File: src/rtl/vc_rr_merge.sv
// N-input round-robin merge feeding a single registered val/rdy output (pipe-style load).
// Optional macro VC_RR_MERGE_SRC_TAG_EN prepends the winning source index to out_msg.
module vc_rr_merge #(
  parameter int p_num_reqs  = 2,
  parameter int p_msg_nbits = 8,
  localparam int c_idx_nbits = $clog2(p_num_reqs),
`ifdef VC_RR_MERGE_SRC_TAG_EN
  localparam int c_out_nbits = p_msg_nbits + c_idx_nbits
`else
  localparam int c_out_nbits = p_msg_nbits
`endif
) (
  input  logic                              clk,
  input  logic                              reset,
  input  logic [p_num_reqs-1:0]             in_val,
  output logic [p_num_reqs-1:0]             in_rdy,
  input  logic [p_num_reqs*p_msg_nbits-1:0] in_msg,
  output logic                              out_val,
  input  logic                              out_rdy,
  output logic [c_out_nbits-1:0]           out_msg,
  input  logic                              sd,
  output logic [c_idx_nbits-1:0]           o_dbg_prio_ptr
);

  localparam logic [c_idx_nbits:0]   c_num  = (c_idx_nbits+1)'(p_num_reqs);
  localparam logic [c_idx_nbits-1:0] c_last = c_idx_nbits'(p_num_reqs - 1);

  logic                    r_out_val;
  logic [c_out_nbits-1:0]  r_out_msg;
  logic [c_idx_nbits-1:0]  r_prio_ptr;

  logic [p_msg_nbits-1:0]  w_msgs [p_num_reqs];
  logic [p_num_reqs-1:0]   w_grant;
  logic [c_idx_nbits-1:0]  w_grant_idx;
  logic                    w_any;
  logic [c_idx_nbits:0]    w_sum;
  logic [c_idx_nbits-1:0]  w_scan;
  logic                    w_ld;
  logic                    w_xfer;
  logic [c_out_nbits-1:0]  w_load_msg;
  logic [c_idx_nbits-1:0]  w_next_ptr;
  logic                    w_unused_sd;

  for (genvar g = 0; g < p_num_reqs; g++) begin : g_unpack
    assign w_msgs[g] = in_msg[g*p_msg_nbits +: p_msg_nbits];
  end

  // Scan from the priority pointer upward, wrapping at p_num_reqs rather than 2^c_idx_nbits.
  always_comb begin
    w_grant     = '0;
    w_grant_idx = '0;
    w_any       = 1'b0;
    w_sum       = '0;
    w_scan      = '0;
    for (int k = 0; k < p_num_reqs; k++) begin
      w_sum = {1'b0, r_prio_ptr} + (c_idx_nbits+1)'(k);
      if (w_sum >= c_num) w_sum = w_sum - c_num;
      w_scan = w_sum[c_idx_nbits-1:0];
      if (!w_any && in_val[w_scan]) begin
        w_any           = 1'b1;
        w_grant[w_scan] = 1'b1;
        w_grant_idx     = w_scan;
      end
    end
  end

  // Handshake: a beat moves on any side when val and rdy are both high at posedge clk;
  // in_rdy may depend combinationally on in_val/out_rdy, out_val never depends on out_rdy.
  assign w_ld   = ~r_out_val | out_rdy;
  assign in_rdy = w_grant & {p_num_reqs{w_ld & ~reset}};
  assign w_xfer = w_any & w_ld;

`ifdef VC_RR_MERGE_SRC_TAG_EN
  assign w_load_msg = {w_grant_idx, w_msgs[w_grant_idx]};
`else
  assign w_load_msg = w_msgs[w_grant_idx];
`endif

  assign w_next_ptr = (w_grant_idx == c_last) ? '0 : w_grant_idx + 1'b1;

  always_ff @(posedge clk or posedge reset) begin
    if (reset) begin
      r_out_val  <= 1'b0;
      r_out_msg  <= '0;
      r_prio_ptr <= '0;
    end else if (w_xfer) begin
      r_out_val  <= 1'b1;
      r_out_msg  <= w_load_msg;
      r_prio_ptr <= w_next_ptr;
    end else if (out_rdy) begin
      r_out_val  <= 1'b0;
    end
  end

  assign out_val        = r_out_val;
  assign out_msg        = r_out_msg;
  assign o_dbg_prio_ptr = r_prio_ptr;

  // Domain select is static and shared by all state; nothing in the datapath branches on it.
  assign w_unused_sd = sd;

endmodule

File: config.mk
export PLATFORM = sky130hd
export DESIGN_NAME = vc_rr_merge
export DESIGN_NICKNAME = d
export VERILOG_FILES = /design/src/rtl/vc_rr_merge.sv
export SDC_FILE = /design/constraint.sdc
export NUM_CORES = 1
export LEC_CHECK = 0
export CORE_MARGIN = 2
export CORE_UTILIZATION = 37
export CTS_BUF_LIST = sky130_fd_sc_hd__clkbuf_16
export DETAILED_ROUTE_END_ITERATION = 12
export PLACE_DENSITY_LB_ADDON = 0.12
export SKIP_LAST_GASP = 1
export SYNTH_ARGS = -nofsm -noshare
export SYNTH_HDL_FRONTEND = slang
export SYNTH_SLANG_ARGS = --single-unit
File: constraint.sdc
create_clock -name clk -period 2.6 [get_ports clk]
set_input_delay 0.26 -clock clk [delete_from_list [all_inputs] [get_ports clk]]
set_output_delay 0.26 -clock clk [all_outputs]
set_load 0.01 [all_outputs]
### Word-level counts from Yosys, hierarchy flattened

Cells that the tools add are included.

* register bits after elaboration: 10
* logic and storage cells: 49
* output and inout bits: 12
* input bits: 22

* $lt $le $gt $ge: 7
* add/sub/neg operators: 4
* bitwise logic cells: 8
* mux-type cells: 22
* reduce and logical (&&, ||, !) cells: 5

Operator list (count)
* two-way mux 8 bit: 3
* two-way mux 1 bit: 15
* greater-or-equal comparator 2 bit (second input constant): 2
* less-than comparator 1 x 2 -> 1 bit (second input constant): 2
* two-way mux 2 bit: 2
* logical AND 1 bit: 3
* adder 1 x 1 -> 2 bit (second input constant): 1
* bitwise AND 1 bit: 2
* bitwise AND 2 bit: 1
* demux 1 bit (select 1 bit): 2
* greater-or-equal comparator 1 bit (second input constant): 2
* greater-or-equal comparator 1 x 2 -> 1 bit (second input constant): 1
* inverter 1 bit: 2
* inverter 1 -> 2 bit: 1
* OR 2 bit: 1
* nonzero test 2 bit: 1
* subtractor 1 bit (second input constant): 2
* adder 1 bit (second input constant): 1
* logical NOT 1 bit: 1
* OR 1 bit: 1

### Depth between registers and ports, before layout

Gate-level depths: netlist of run 1.

* word-level depth: 12
* gate-level depth with buffers: 4
* depth with buffers taken out: 3

### Least setup slack after synthesis of run 1

Ideal clock, no wire load.

* path type: register to output
* start point: register r_prio_ptr, in the netlist o_dbg_prio_ptr
* end point: output in_rdy[1]
* buffers on the path: 1
* data required time: 2.340 ns
* stages on the path, launching flop included: 4
* setup slack: 1.315 ns
* arrival: 1.025 ns
* path through: dfrtp_1 -> and2b_1 -> buf_6 -> nor4_2

* longest elaborated chain between the ends: 10
* elaborated cells between the ends (all ways): 28
* classes of those cells: add/sub: 3; order compare: 6; mux: 13; bitwise: 2; reduce/logical: 4

RTL lines
* start, declared: RTL line 30 `logic [c_idx_nbits-1:0] r_prio_ptr;`
* start signal, assigned: RTL line 89 `r_prio_ptr <= w_next_ptr;`
* adder 1 x 1 -> 2 bit, or another cell as far along: RTL line 56 `w_sum = {1'b0, r_prio_ptr} + (c_idx_nbits+1)'(k);`
* greater-or-equal comparator 2 bit, or another cell as far along: RTL line 57 `if (w_sum >= c_num) w_sum = w_sum - c_num;`
* two-way mux 1 bit, or another cell as far along: RTL line 57
* less-than comparator 1 x 2 -> 1 bit (not written as such), or another cell as far along: RTL line 61 `w_grant[w_scan] = 1'b1;`
* logical AND 1 bit (not written as such) / two-way mux 1 bit (equally long branches): RTL line 61
* two-way mux 1 bit (not written as such) / demux 1 bit (select 1 bit) (equally long branches): RTL line 61
* demux 1 bit (select 1 bit) / two-way mux 2 bit (equally long branches): RTL line 61, 59
* OR 2 bit (no source line)
* two-way mux 2 bit *: RTL line 59 `if (!w_any && in_val[w_scan]) begin`
* bitwise AND 2 bit *: RTL line 70 `assign in_rdy = w_grant & {p_num_reqs{w_ld & ~reset}};`
* end, declared: RTL line 16 `output logic [p_num_reqs-1:0] in_rdy,`

Mark *: on every way between the ends. The rest lies on a longest branch, timed or not. The select of a mux whose other input is x is not followed.

### Worst setup path in the final report of run 1

* start point: input in_val[0]
* end point: output in_rdy[1]

* longest elaborated chain between the ends: 7
* elaborated cells between the ends (all ways): 11
* classes of those cells: mux: 7; bitwise: 2; reduce/logical: 2

RTL lines
* start, declared: RTL line 15 `input logic [p_num_reqs-1:0] in_val,`
* two-way mux 1 bit (not written as such) (2 in series): RTL line 59
* two-way mux 1 bit: RTL line 59
* logical NOT 1 bit: RTL line 59
* logical AND 1 bit: RTL line 59
* two-way mux 2 bit *: RTL line 59
* bitwise AND 2 bit *: RTL line 70

Marked as above.

==> summary.md, run 1 <==
Subtracting the final worst setup slack from the clock period gives 2.10 ns. The tools report the cell area after synthesis as 544 um^2. The cell area after layout came out at 951 um^2. The clock slew at the register clock pins of the worst setup and hold paths is 0.04 ns. VDD sags by at most 390 uV.

For the placer congestion estimate, the log shows 0.695. In this run the worst hold path is classified as input pin to asynchronous set/reset pin. The area of the die is 1790 um^2, and the setup TNS is 0 ns.

The transition at the pin with the smallest max-transition slack was 0.374 ns. Dividing total power by cell area gives a power density of 675 nW/um^2. At the worst endpoint, the required time is 2.34 ns. The total overflow reported by the global router came out at 0.

The area overhead of the layout relative to synthesis was 74.7%. Distinct cell type count of the synthesized netlist: 18. Timing would allow up to 476 MHz. Across the routed clock network, the largest skew measured is 0.000675 ns. Gates resized during post-CTS repair numbered 0.

After clock tree synthesis, the flow added hold-fix buffers numbering 0. The tools report the number of inserted diodes as 0. Clock tree synthesis selected as its root buffer the cell clkbuf_16. Number of max-slew violations in the final report: 0.

The top cell types in the final layout, fill and taps aside, are clkdlybuf4s50_1, o21ai_0, dfrtp_1. The class of the most critical setup path is input pin to primary output. The run gives 0 as the initial antenna violation count. The floorplan has 13 rows.

The tools report the worst endpoint data arrival time as 1.84 ns. The flow ran to the end, and the final reports show no timing, DRC or antenna violations. The reported leakage power is 0.000374 uW. TritonCTS built the clock tree. Synthesis produced 62 cells.

The logs give 564 for the via count of the first global-routing pass and 46.0% for the sequential element share of the synthesized area. The region available for standard cell placement spans 1330 um^2. For this run, the post-layout net count is 119. TritonCTS created 3 clock buffers.

At the later pin of the worst-skew pair, clock insertion delay measures 0.23 ns. Setup repair after global routing left no endpoint under its margin. Final period utilization: 80.8%. The tools report the detailed-router iteration count before antenna repair as 3. Measured along the x axis, the die boundary spans 42.4 um.

The average instance area after synthesis is 8.78 um^2. Entering global routing, the biggest net connects 12 pins. Setup violations remaining at the end of the flow were counted as 0. For this configuration, the core starts out at a cell density of 40.8%.

The first global-routing pass estimated 2480 um of wire. For this design the top-level I/O count stands at 34. The routed layout has 614 vias. The tools report the hold violation count in the final report as 0.

The most common cell after layout, fill and taps aside was clkdlybuf4s50_1. The number of cells on the worst reg-to-reg path is 3. The number of levels in the clock H-tree is 1, and the total length of routed wires is 1550 um. For this run, the total global-route usage over all layers was measured as 17.9%. The clock net in this run drives a total of 10 sinks. The tools report the total DRC errors in the routed layout as 0.

The number of routed nets with antenna violations is 0. The worst setup path is captured at a primary output. Once the clock tree was built, the setup fixing pass inserted 0 buffers.

Relative slew slack: 75.1%. In this run the cell area measured after placement is 872 um^2. Cells with a size suffix above 1 make up 9.38% of the layout. The mean number of vias per cell was 5.53. The tools report the synthesized net count as 84. Input and output buffers added on the ports amount to 32.

The half-perimeter wire length after placement was 1060 um. The maximum buffer depth of the clock tree is 2. The tool flagged a number of max-cap violations equal to 0.

In this run the worst path has a maximum fanout of 9. After filler insertion, the fill cell instance count of the layout stands at 114. The critical path launch point type is an input pin. After synthesis the netlist holds a flip-flop and latch count of 10. The floorplan step set the die height to 42.4 um. The average detailed-routed wire length per instance came out at 13.9 um. For the total number of yosys warnings, the log shows 0.

The detailed router finished its first iteration with 13 violations.
[final cells by class]
cell class	count	area (um^2)	share of cell area, %
Inverter	2	7.51	0.789
Multi-Input combinational cell	45	253	26.6
Clock buffer	3	75.1	7.89
Timing Repair Buffer	35	343	36.1
Sequential cell	10	250	26.3
Tap cell	15	18.8	1.97
Clock inverter	1	3.75	0.395
[final timing paths]
check / slack (ns) / from / end
worst min register to register: 0.54 / out_msg[6]$_DFFE_PP0P_ / out_msg[6]$_DFFE_PP0P_
worst max-delay path: 0.50 / in_val[0] / in_rdy[1]
max in group asynchronous: 2.08 / reset / out_msg[0]$_DFFE_PP0P_
min in group clk: 0.54 / out_msg[6]$_DFFE_PP0P_ / out_msg[6]$_DFFE_PP0P_
worst min-delay path: 0.38 / reset / out_msg[5]$_DFFE_PP0P_
worst max register to register: 1.41 / out_val$_DFFE_PP0P_ / out_msg[0]$_DFFE_PP0P_
[per-layer routing]
metal	vias to the layer above	GRT usage [%]	wire [um]
met5	-	0	0
met4	0	7.50	25
met3	4	3.45	94
met2	26	27.4	757
met1	289	24.5	668
li1	295	-	-
[sequential cells by signal, summed over array words and instances, names as in the netlist]
register / flops
out_msg: 8
o_dbg_prio_ptr: 1
out_val: 1
[synth_stat cells, drive strengths merged]
cell    instances  area share (%)
dfrtp          10              46
o21ai          10             9.2
a21oi           8             7.4
a31oi           8             9.2
nand3           8             7.4
buf             5             6.2
and2b           2             2.8
inv             2             1.4
nand2           2             1.4
nand2b          2             2.3
nor2            2             1.8
and4            1             1.6
nor4            1             2.3
or2             1             1.2
[metrics by stage]
step / util, % / worst slack (ns) / total power (uW) / hold slack [ns] / std cells
finish: 71.3 / 0.499 / 642 / 0.383 / 111
floorplan: - / 1.32 / 275 / 0.106 / 62
global route: 71.3 / 0.398 / 669 / 0.426 / 111
global placement: 65.4 / 0.534 / 367 / 0.526 / 107
CTS: 71.3 / 0.517 / 642 / 0.388 / 111
detailed placement: 65.4 / 0.520 / 369 / 0.538 / 107
[cell families after synthesis]
kind of cell    after synthesis  synth area share, %
simple gates                 19                 20.7
compound gates               26                 25.7
buf+inv                       7                 7.58
flops                        10                 46.0
[report_power, final]
| part | total (uW) | switching [uW] | internal (uW) |
|---|---|---|---|
| logic | 170 | 72.7 | 97.7 |
| clock network | 274 | 72.1 | 202 |
| registers | 198 | 16.3 | 181 |
| total | 642 | 161 | 481 |
[worst max-delay path, cell delays in order]
cell	delay (ns)
clkdlybuf4s50_1	0.46
and2b_1	0.28
nor4_2	0.26
clkdlybuf4s50_1	0.58
Note: power is estimated with default switching activity, not from simulation.
==> inputs of run 2 (changes only) <==
Settings changed: CORE_UTILIZATION 37 to 31.
Clock period 2.6 ns to 1.9 ns, I/O delays scaled along.
==> summary.md, run 2 (same netlist as run 1, synthesis figures left out) <==
The run finished with clean final reports. The worst-case IR drop observed on VDD is 614 uV. Across every metal layer, demand over resource in global routing totals 17.5%. The maximum operating frequency was 559 MHz. The library cells used most frequently in the layout, excluding fill and tap cells, are clkdlybuf4s50_1, o21ai_0, dfrtp_1.

For this design, the sink count on the clock tree is 10. The die extent in x was 45.9 um; the area overhead of the layout relative to synthesis was 78.6%. Counting buffers and inverters, the worst setup path is 3 cells deep.

The post-cts gate resize count is 0. At the worst endpoint, the arrival time is 1.60 ns. Detailed routing inserted a total of 621 vias. Measured along the y axis, the die boundary spans 45.9 um. For the count of nets after finishing, the log shows 122. After the first detailed-routing iteration, the DRC count stood at 18. Measured against its own limit, the worst slew margin works out to 75.3%.

The total length of routed wires was 1680 um. The critical path launch point type is a flop. Clock slew at the register clock pins of the worst setup and hold paths: 0.04 ns.

TritonCTS built the clock tree. The tools report the setup TNS as 0 ns. The clock tree root driver cell was clkbuf_16.

The number of levels in the clock H-tree is 1, and the maximum buffer depth of the clock tree is 2. The delay of the slowest cell on the worst path was 0.57 ns. Mean number of vias per cell: 5.40. The number of routed nets with antenna violations was 0; the final critical path time including I/O delays and setup was 1.79 ns. Summed over all cells, the static leakage comes to 0.000387 uW. For the worst-skew pair, the clock arrives at the later sink with an insertion delay of 0.24 ns. The maximum clock skew at final layout came out at 0.00235 ns. For this design, the CTS-stage hold fixing added 0 buffers. The run gives 34 as the number of top-level pins. The final period utilization is 94.1%. The worst register-to-register path has a setup slack of 0.72 ns.

The number of buffers inserted to repair setup after CTS was 0. For the half-perimeter wire length after placement, the log shows 1140 um. Worst-case setup slack after placement: 0.117 ns. Final worst setup slack: 0.112 ns. The cell at the slowest stage of the critical path is clkdlybuf4s50_1. The layout has 162 filler cells. Number of inserted diodes: 0.

The number of buffers and inverters on the critical path was 1; the average detailed-routed wire length per instance was 14.6 um. The number of cells on the worst reg-to-reg path is 4. Kind of capture point of the worst setup path: a primary output. The class of the most critical setup path was flop to primary output. The signal on the critical path passes through and2b_1 -> nor4_2 -> clkdlybuf4s50_1. The critical path data required time is 1.71 ns, and the largest fanout on the critical path is 5. The detailed-router iteration count before antenna repair is 4, and the proportion of layout cells with a drive suffix above 1 is 12.2%. Setup violations remaining at the end of the flow were counted as 0.

The run gives 0 as the total DRC errors in the routed layout. Setup repair after global routing left no endpoint under its margin. The number of rows created at floorplan was 15; the area inside the core boundary was 1690 um^2.

Entering global routing, the biggest net connects 11 pins. The initial antenna violation count was 0. Placer congestion estimate: 0.781.

The tool flagged a number of max-cap violations equal to 0. In this run the power density over the cells is 909 nW/um^2. The total overflow reported by the global router was 0; the number of max-slew violations in the final report was 0. The most common cell after layout, fill and taps aside was clkdlybuf4s50_1.

The tools report the hold violation count in the final report as 0. The first global-routing pass estimated 2560 um of wire. At the pin with the least slew margin, the transition time is 0.371 ns. The type of the most critical hold path is input pin to asynchronous set/reset pin. The family with the most delay on the worst path is buffers and inverters.

The number of flip-flops in the largest register is 8, and the via count of the first global-routing pass is 564. CTS buffer count: 3. For the effective utilization at floorplan, the log shows 32.2%. The die covers 2110 um^2. Input and output buffers added on the ports amount to 32.
[run 2: layout make-up]
cell class	instances	area, um^2	share of cell area (%)
inverters	2	7.51	0.772
flip-flops and latches	10	250	25.7
multi-input cells	45	253	26.0
clock buffers	3	75.1	7.72
well taps	17	21.3	2.19
repair buffers	38	365	37.6
[run 2: routing by layer]
| metal | vias up | GRT usage (%) | routed length [um] |
|---|---|---|---|
| met3 | 0 | 8.33 | 127 |
| met1 | 295 | 21.7 | 793 |
| li1 | 302 | - | - |
| met5 | - | 0 | 0 |
| met4 | 0 | 7.43 | 0 |
| met2 | 24 | 25.8 | 754 |
[run 2: worst reg2reg max path: stages (launching register included)]
cell and delay [ns]:
dfrtp_1 0.38, and2b_1 0.22, buf_4 0.16, o21ai_0 0.17
a31oi_1 0.11
[run 2: metrics by stage]
stage	std cells	util [%]	hold WS, ns	cell area, um^2	power (uW)
3_5_place_dp	112	53.1	0.542	897	515
3_3_place_gp	112	53.1	0.531	897	513
2_1_floorplan	62	-	0.0355	544	376
4_1_cts	115	57.6	0.318	972	891
5_1_grt	115	57.6	0.349	972	930
6_report	115	57.6	0.313	972	884
[run 2: report_power, final]
group / switching, uW / internal (uW) / total, uW
registers: 20.6 / 248 / 269
clock network: 96.9 / 273 / 370
logic: 105 / 140 / 245
total: 222 / 661 / 884
[run 2: worst paths after layout]
kind	start	endpoint
hold reg to reg	out_msg[2]$_DFFE_PP0P_	out_msg[2]$_DFFE_PP0P_
max in group asynchronous	reset	out_msg[7]$_DFFE_PP0P_
setup reg to reg	o_dbg_prio_ptr$_DFFE_PP0P_	out_msg[4]$_DFFE_PP0P_
setup / recovery	o_dbg_prio_ptr$_DFFE_PP0P_	in_rdy[1]
hold / removal	reset	out_msg[1]$_DFFE_PP0P_
min in group clk	in_msg[10]	out_msg[2]$_DFFE_PP0P_
